$ cat config.mk
export PLATFORM = sky130hd
export DESIGN_NAME = spi_frame_sched
export DESIGN_NICKNAME = d
export VERILOG_FILES = /design/src/rtl/spi_frame_sched.sv
export SDC_FILE = /design/constraint.sdc
export NUM_CORES = 1
export LEC_CHECK = 0
export ABC_AREA = 1
export ABC_CLOCK_PERIOD_IN_PS = 3400
export CORE_MARGIN = 1.5
export CORE_UTILIZATION = 44
export DETAILED_ROUTE_END_ITERATION = 7
export GPL_TIMING_DRIVEN = 0
export PLACE_DENSITY = 0.87
export SETUP_SLACK_MARGIN = 0.15
export SLEW_MARGIN = 20
export SYNTH_ARGS = -nofsm -noshare
export SYNTH_HDL_FRONTEND = slang
export SYNTH_SLANG_ARGS = --single-unit
$ cat constraint.sdc
create_clock -name clk -period 3.4 [get_ports clk]
set_input_delay 0.68 -clock clk [delete_from_list [all_inputs] [get_ports clk]]
set_output_delay 0.68 -clock clk [all_outputs]
set_load 0.05 [all_outputs]
$ cat src/rtl/spi_frame_sched.sv
// Round-robin scheduler sharing one SPI frame engine between NUM_REQ requesters.
// Optional WAIT_DONE timeout with engine abort: define SPI_SCHED_TIMEOUT_EN.
module spi_frame_sched #(
  parameter int NUM_REQ     = 4,
  parameter int DATA_W      = 24,
  parameter int GAP_CYC     = 4,
  parameter int TIMEOUT_CYC = 1024
) (
  input  logic                      clk,
  input  logic                      rstn,
  input  logic [NUM_REQ-1:0]        req,
  input  logic [NUM_REQ*DATA_W-1:0] req_data,
  output logic [NUM_REQ-1:0]        grant,
  output logic                      rsp_valid,
  output logic [2:0]                rsp_id,
  output logic [DATA_W-1:0]         rsp_data,
  output logic                      rsp_err,
  output logic                      eng_start,
  output logic [DATA_W-1:0]         eng_tx_data,
  output logic                      eng_abort,
  input  logic                      eng_done,
  input  logic [DATA_W-1:0]         eng_rx_data,
  input  logic                      eng_crc_err,
  output logic                      busy
);

  localparam int IDX_W = $clog2(NUM_REQ);
  localparam int GAP_W = $clog2(GAP_CYC + 1);

  typedef enum logic [2:0] {
    S_IDLE,
    S_LAUNCH,
    S_WAIT_DONE,
    S_RESP,
    S_GAP
  } state_e;

  state_e              state_q, state_d;
  logic [IDX_W-1:0]    rr_ptr_q, rr_ptr_d;
  logic [IDX_W-1:0]    cur_id_q, cur_id_d;
  logic [DATA_W-1:0]   tx_data_q, tx_data_d;
  logic [NUM_REQ-1:0]  grant_q, grant_d;
  logic                eng_start_q, eng_start_d;
  logic                rsp_valid_q, rsp_valid_d;
  logic [2:0]          rsp_id_q, rsp_id_d;
  logic [DATA_W-1:0]   rsp_data_q, rsp_data_d;
  logic                rsp_err_q, rsp_err_d;
  logic                busy_q, busy_d;
  logic [GAP_W-1:0]    gap_cnt_q, gap_cnt_d;

  logic                sel_found;
  logic [IDX_W-1:0]    sel_idx;
  logic [DATA_W-1:0]   sel_data;
  logic [IDX_W:0]      cand;
  logic [IDX_W:0]      ptr_nxt;

`ifdef SPI_SCHED_TIMEOUT_EN
  localparam int TMO_W = $clog2(TIMEOUT_CYC + 1);
  logic [TMO_W-1:0]    tmo_cnt_q, tmo_cnt_d;
  logic                abort_q, abort_d;
`endif

  // First pending requester at or above rr_ptr, wrapping past NUM_REQ-1.
  // NOTE: every always_comb output gets a default first so no path infers a latch.
  always_comb begin
    sel_found = 1'b0;
    sel_idx   = '0;
    cand      = '0;
    for (int k = 0; k < NUM_REQ; k++) begin
      cand = {1'b0, rr_ptr_q} + (IDX_W+1)'(k);
      if (cand >= (IDX_W+1)'(NUM_REQ)) cand = cand - (IDX_W+1)'(NUM_REQ);
      if (!sel_found && req[cand[IDX_W-1:0]]) begin
        sel_found = 1'b1;
        sel_idx   = cand[IDX_W-1:0];
      end
    end
    sel_data = '0;
    for (int k = 0; k < NUM_REQ; k++) begin
      if (IDX_W'(k) == sel_idx) sel_data = req_data[k*DATA_W +: DATA_W];
    end
  end

  always_comb begin
    state_d     = state_q;
    rr_ptr_d    = rr_ptr_q;
    cur_id_d    = cur_id_q;
    tx_data_d   = tx_data_q;
    grant_d     = '0;
    eng_start_d = 1'b0;
    rsp_valid_d = 1'b0;
    rsp_id_d    = rsp_id_q;
    rsp_data_d  = rsp_data_q;
    rsp_err_d   = rsp_err_q;
    gap_cnt_d   = gap_cnt_q;
    ptr_nxt     = {1'b0, cur_id_q} + (IDX_W+1)'(1);
`ifdef SPI_SCHED_TIMEOUT_EN
    tmo_cnt_d   = tmo_cnt_q;
    abort_d     = 1'b0;
`endif
    unique case (state_q)
      S_IDLE: begin
        if (sel_found) begin
          cur_id_d         = sel_idx;
          tx_data_d        = sel_data;
          grant_d[sel_idx] = 1'b1;
          eng_start_d      = 1'b1;
          state_d          = S_LAUNCH;
        end
      end
      S_LAUNCH: begin
        rr_ptr_d = (ptr_nxt == (IDX_W+1)'(NUM_REQ)) ? '0 : ptr_nxt[IDX_W-1:0];
`ifdef SPI_SCHED_TIMEOUT_EN
        tmo_cnt_d = '0;
`endif
        state_d  = S_WAIT_DONE;
      end
      S_WAIT_DONE: begin
        // eng_done takes priority over a timeout reached on the same cycle.
        if (eng_done) begin
          rsp_valid_d = 1'b1;
          rsp_id_d    = 3'(cur_id_q);
          rsp_data_d  = eng_rx_data;
          rsp_err_d   = eng_crc_err;
          state_d     = S_RESP;
        end
`ifdef SPI_SCHED_TIMEOUT_EN
        else if (tmo_cnt_q == TMO_W'(TIMEOUT_CYC - 1)) begin
          abort_d     = 1'b1;
          rsp_valid_d = 1'b1;
          rsp_id_d    = 3'(cur_id_q);
          rsp_data_d  = '0;
          rsp_err_d   = 1'b1;
          state_d     = S_RESP;
        end else begin
          tmo_cnt_d = tmo_cnt_q + TMO_W'(1);
        end
`endif
      end
      S_RESP: begin
        gap_cnt_d = '0;
        state_d   = S_GAP;
      end
      S_GAP: begin
        if (gap_cnt_q == GAP_W'(GAP_CYC - 1)) state_d = S_IDLE;
        else gap_cnt_d = gap_cnt_q + GAP_W'(1);
      end
      default: state_d = S_IDLE;
    endcase
    busy_d = (state_d != S_IDLE);
  end

  // NOTE: sequential state uses non-blocking assignments only, so every flop samples pre-edge values.
  always_ff @(posedge clk) begin
    if (!rstn) begin
      state_q     <= S_IDLE;
      rr_ptr_q    <= '0;
      cur_id_q    <= '0;
      tx_data_q   <= '0;
      grant_q     <= '0;
      eng_start_q <= 1'b0;
      rsp_valid_q <= 1'b0;
      rsp_id_q    <= '0;
      rsp_data_q  <= '0;
      rsp_err_q   <= 1'b0;
      busy_q      <= 1'b0;
      gap_cnt_q   <= '0;
    end else begin
      state_q     <= state_d;
      rr_ptr_q    <= rr_ptr_d;
      cur_id_q    <= cur_id_d;
      tx_data_q   <= tx_data_d;
      grant_q     <= grant_d;
      eng_start_q <= eng_start_d;
      rsp_valid_q <= rsp_valid_d;
      rsp_id_q    <= rsp_id_d;
      rsp_data_q  <= rsp_data_d;
      rsp_err_q   <= rsp_err_d;
      busy_q      <= busy_d;
      gap_cnt_q   <= gap_cnt_d;
    end
  end

`ifdef SPI_SCHED_TIMEOUT_EN
  always_ff @(posedge clk) begin
    if (!rstn) begin
      tmo_cnt_q <= '0;
      abort_q   <= 1'b0;
    end else begin
      tmo_cnt_q <= tmo_cnt_d;
      abort_q   <= abort_d;
    end
  end
  assign eng_abort = abort_q;
`else
  assign eng_abort = 1'b0;
`endif

  assign grant       = grant_q;
  assign eng_start   = eng_start_q;
  assign eng_tx_data = tx_data_q;
  assign rsp_valid   = rsp_valid_q;
  assign rsp_id      = rsp_id_q;
  assign rsp_data    = rsp_data_q;
  assign rsp_err     = rsp_err_q;
  assign busy        = busy_q;

endmodule

# Yosys cells after proc, flatten, opt, wreduce, memory -nomap -nowiden
# Index checks and enable logic that the tools add are counted.
# op_classes
n_addsub	9
n_lt_le_gt_ge	10
eq_ne	10
reduce_logical	17
mux	35
# op_table
operator	n
$mux 24	4
$mux 2	9
$lt 2x3->1 const B	5
$pmux 3 s5	1
$mux 3	4
$mux 1	11
$reduce_and 2->1	5
$eq 3x2->1 const B	3
$ge 3x3->1 const B	3
$bmux 1 s2	4
$sub 2x1->2 const B	4
$add 2x1->3 const B	2
$add 2x2->3 const B	2
$eq 3x3->1 const B	2
$pmux 3 s2	1
$eq 2x2->1 const A	2
$logic_and 1x1->1	4
$add 3x1->3 const B	1
$eq 3x1->1 const B	1
$ge 2x3->1 const B	1
$logic_not 1->1	3
$logic_not 3->1	1
$reduce_and 3->1	1
$reduce_bool 3->1	1
6 further kinds	6
# totals
inputBits	128
out_inout_bits	60
ff_bits	68

# Logic depth before layout (Yosys ltp)
# logic_depth
word_depth	19
mapped_depth	16
depth_no_buf	15

# Least setup slack after synthesis
# Ideal clock, no wire load.
# synth_path
path_kind	input to register
startpoint	input req[0]
endpoint	register tx_data_q[5] (netlist: eng_tx_data[5])
setup_time_ns	0.135
slack_ns	1.399
arrival_time_ns	1.867
stages	14
path_cell_list	inv_1 nand2_1 nand2_2 nand2_1 nand2_2 nand3_2 or2_1 nand2_1 inv_2 buf_2 nand2_1 clkinv_1 nand2_1 a21oi_2
# synth_via
elab_chain_len	17
word_cells_on_any_way	31
# synth_lines
item	line_no	text
start: declaration	11	input logic [NUM_REQ-1:0] req,
$bmux 1 s2	72	if (!sel_found && req[cand[IDX_W-1:0]]) begin
$mux 1 (implied by the code)	72	
$mux 1	72	
$logic_not 1->1	72	
$logic_and 1x1->1	72	
$mux 1	72	
$logic_not 1->1	72	
$logic_and 1x1->1	72	
$mux 1	72	
$logic_not 1->1	72	
$logic_and 1x1->1	72	
$mux 2	72	
$logic_not 2->1	79	if (IDX_W'(k) == sel_idx) sel_data = req_data[k*DATA_W +: DATA_W];
$mux 24 (4 in a row)	79	
end signal: assignment	171	tx_data_q <= tx_data_d;
end: declaration	41	logic [DATA_W-1:0] tx_data_q, tx_data_d;
# Several ways; a longest one is shown, not always the timed one. The select of a mux whose other input is x is not followed.
# A chain may end at the register's enable or synchronous reset.

# Final worst setup path
# layout_path
startpoint	input req[3]
endpoint	register tx_data_q[11] (netlist: eng_tx_data[11])
# The elaborated chain is that of the path after synthesis.

==> results.sh <==
export IMPL_path_clk_slew_ps=80
export IMPL_wl_per_cell_um=13.4
export IMPL_finalHoldViolCount=0
export IMPL_critical_path_arrival_ps=2720
export IMPL_grt_overflow_total=0
export IMPL_io_pins=188
export IMPL_cts_buffer_depth=2
export IMPL_max_freq_mhz=410
export IMPL_viasPerCell=4.95
export IMPL_die_area_um2=9060
export IMPL_track_usage_pct=27.0
export IMPL_reg2reg_depth=13
export IMPL_htree_levels=3
export IMPL_fin_hold_ws_ps=467
export IMPL_instances_no_fill=909
export IMPL_worst_slew_pin_slew_ps=587
export IMPL_grt_pass1_wl_mm=19.1
export IMPL_grt_util_met3_pct=7.10
export IMPL_synth_seq_cells=68
export IMPL_maxCapViolations=0
export IMPL_rrSetupSlack_ps=1310
export IMPL_vias=4496
export IMPL_busiest_layer="met2"
export IMPL_status="finished clean"
export IMPL_startpoint_type="primary input"
export IMPL_cts_sinks=68
export IMPL_holdPathStages=2
export IMPL_relSlewSlack_pct=60.9
export IMPL_finalWirelength_mm=12.2
export IMPL_drive_gt1_share_pct=7.71
export IMPL_met1_usage_pct=28.2
export IMPL_critical_path_required_ps=3680
export IMPL_ys_seq_area_share_pct=36.4
export IMPL_power_density_cell_area_nw_per_um2=965
export IMPL_met2_usage_pct=50.7
export IMPL_clock_skew_ps=10.2
export IMPL_fin_crit_ps=2440
export IMPL_start_util_pct=45.5
export IMPL_crit_fanout=10
export IMPL_crit_type="primary input to flop"
export IMPL_synth_area_um2=3740
export IMPL_finalSetupTns_ps=0
export IMPL_pre_cts_ws_ps=656
export IMPL_yosysWarningCount=0
export IMPL_setup_viol=0
export IMPL_synthFlopType="dfxtp_1"
export IMPL_hold_path_end="eng_tx_data[8]$_SDFFE_PN0P_"
export IMPL_rows=33
export IMPL_holdCritStartpoint="eng_tx_data[8]$_SDFFE_PN0P_"
export IMPL_dpl_hpwl_mm=9.68
export IMPL_drtIter0Drc=192
export IMPL_antenna_left=0
export IMPL_synth_cell_type_count=28
export IMPL_cts_hold_buf=0
export IMPL_die_h_um=95.2
export IMPL_reg2reg_from="rr_ptr_q[1]$_SDFFE_PN0P_"
export IMPL_reg2reg_to="eng_tx_data[11]$_SDFFE_PN0P_"
export IMPL_crit_path_end_kind="flop"
export IMPL_tritoncts="done"
export IMPL_setup_slack_ps=958
export IMPL_grt_pass1_vias=4324
export IMPL_io_buffers=185
export IMPL_drcViolationCount=0
export IMPL_firstDrtPassIters=4
export IMPL_power_leakage_nw=2.68
export IMPL_gp_congestion=0.920
export IMPL_finalPower_mw=5.72
export IMPL_grt_max_degree=14
export IMPL_peakVddDrop_uv=588
export IMPL_final_area_um2=5920
export IMPL_maxSlewViolCount=0
export IMPL_post_cts_resized=0
export IMPL_fin_util_pct=72.1
export IMPL_num_fill_cells=670
export IMPL_async_flop_share_pct=0
export IMPL_placed_area_um2=5730
export IMPL_antenna_found_initial=0
export IMPL_cts_buffers=9
export IMPL_rsz0062_at_grt="false"
export IMPL_die_width_um=95.2
export IMPL_postCtsSetupBuffers=0
export IMPL_core_um2=8220
export IMPL_min_path_type="flop to flop"
export IMPL_num_antenna_cells=0
export IMPL_worstSkewPairLatency_ps=350
export IMPL_netlist_instances=602
export IMPL_dp_cells=893
export IMPL_synth_edf_count=0
export IMPL_area_growth_pct=58.5
export IMPL_period_share_pct=71.8
export IMPL_avgSynthCellArea_um2=6.21
export IMPL_root_buffer="clkbuf_8"
export IMPL_final_net_count=930
-- critical path: stages --
cell and delay (ps):
clkdlybuf4s50_1 510, inv_1 70, nand2_1 60, nand2_1 50, nand2_1 60, nand2_1 90, nand4_1 130, nand3_1 250
nor2_4 290, buf_6 170, nand2_1 60, nand3_1 100, nand2_1 70, a21oi_1 110
-- area by class of cell --
type                       count  area [um2]  area share (%)
clock inverter                 7        75.1            1.27
clock buffer                   9         124            2.09
buffer                        32         194            3.27
timing repair buffer         185        1850            31.3
tap                          105         131            2.22
sequential                    68        1360            23.0
multi-input combinational    423        1890            31.8
inverter                      80         300            5.07
-- cell usage after synthesis, drive strengths merged, types with 3 or more instances --
library cell / n / area, um2
nor2: 121 / 502
o21ai: 39 / 195
nand3: 55 / 285
inv: 71 / 267
nor3: 3 / 15.0
clkbuf: 9 / 33.8
nand2: 167 / 654
a21oi: 28 / 155
ha: 3 / 37.5
dfxtp: 68 / 1360
buf: 23 / 160
clkinv: 9 / 33.8
-- kinds of logic (layout without fill, tap and decap cells) --
logic type | Yosys count | count (layout) | synth area share [%]
other | 1 | 2 | 0.100
buffers and inverters | 112 | 313 | 13.2
adder cells (fa/ha/maj) | 3 | 3 | 1.00
AND/OR/NAND/NOR | 348 | 348 | 39.3
flip-flops | 68 | 68 | 36.4
AO/OA/AOI/OAI | 70 | 70 | 9.97
-- power by group --
part	switching, mW	total (mW)	internal, mW	leakage (nW)
Clock	0.325	0.667	0.342	0.104
Sequential	0.117	1.13	1.02	0.557
Combinational	2.54	3.92	1.38	2.02
-- state kept, by name, indices dropped and copies added, names as in the netlist, 2 cells and up --
name	cells
cur_id_q	2
eng_tx_data	24
gap_cnt_q	3
grant	4
rr_ptr_q	2
rsp_data	24
rsp_id	2
state_q	3
-- layer usage --
metal,vias up,share of wire [%]
li1,2233,-
met1,2030,37
met2,209,52
met3,24,9.1
met4,0,2.1
met5,-,0
-- cells in the final DEF (no fill, tap or decap), drive strengths merged, types with 14 or more instances in the layout --
cell type,n
clkinv,14
inv,72
o21ai,39
clkbuf,18
buf,23
nand2,167
nor2,121
a21oi,28
clkdlybuf4s50,185
dfxtp,68
nand3,55
-- worst max path at each step --
| stage | startpoint | endpoint | slack [ps] | cells past startpoint |
|---|---|---|---|---|
| global route | req[1] | eng_tx_data[11]$_SDFFE_PN0P_ | 780 | 15 |
| floorplan | req[0] | eng_tx_data[5]$_SDFFE_PN0P_ | 1400 | 14 |
| CTS | req[2] | eng_tx_data[23]$_SDFFE_PN0P_ | 970 | 14 |
| global placement | req[3] | eng_tx_data[17]$_SDFFE_PN0P_ | 700 | 15 |
| detailed placement | req[3] | eng_tx_data[10]$_SDFFE_PN0P_ | 660 | 15 |
| finish | req[3] | eng_tx_data[11]$_SDFFE_PN0P_ | 960 | 14 |
Note: power is estimated with default switching activity, not from simulation.
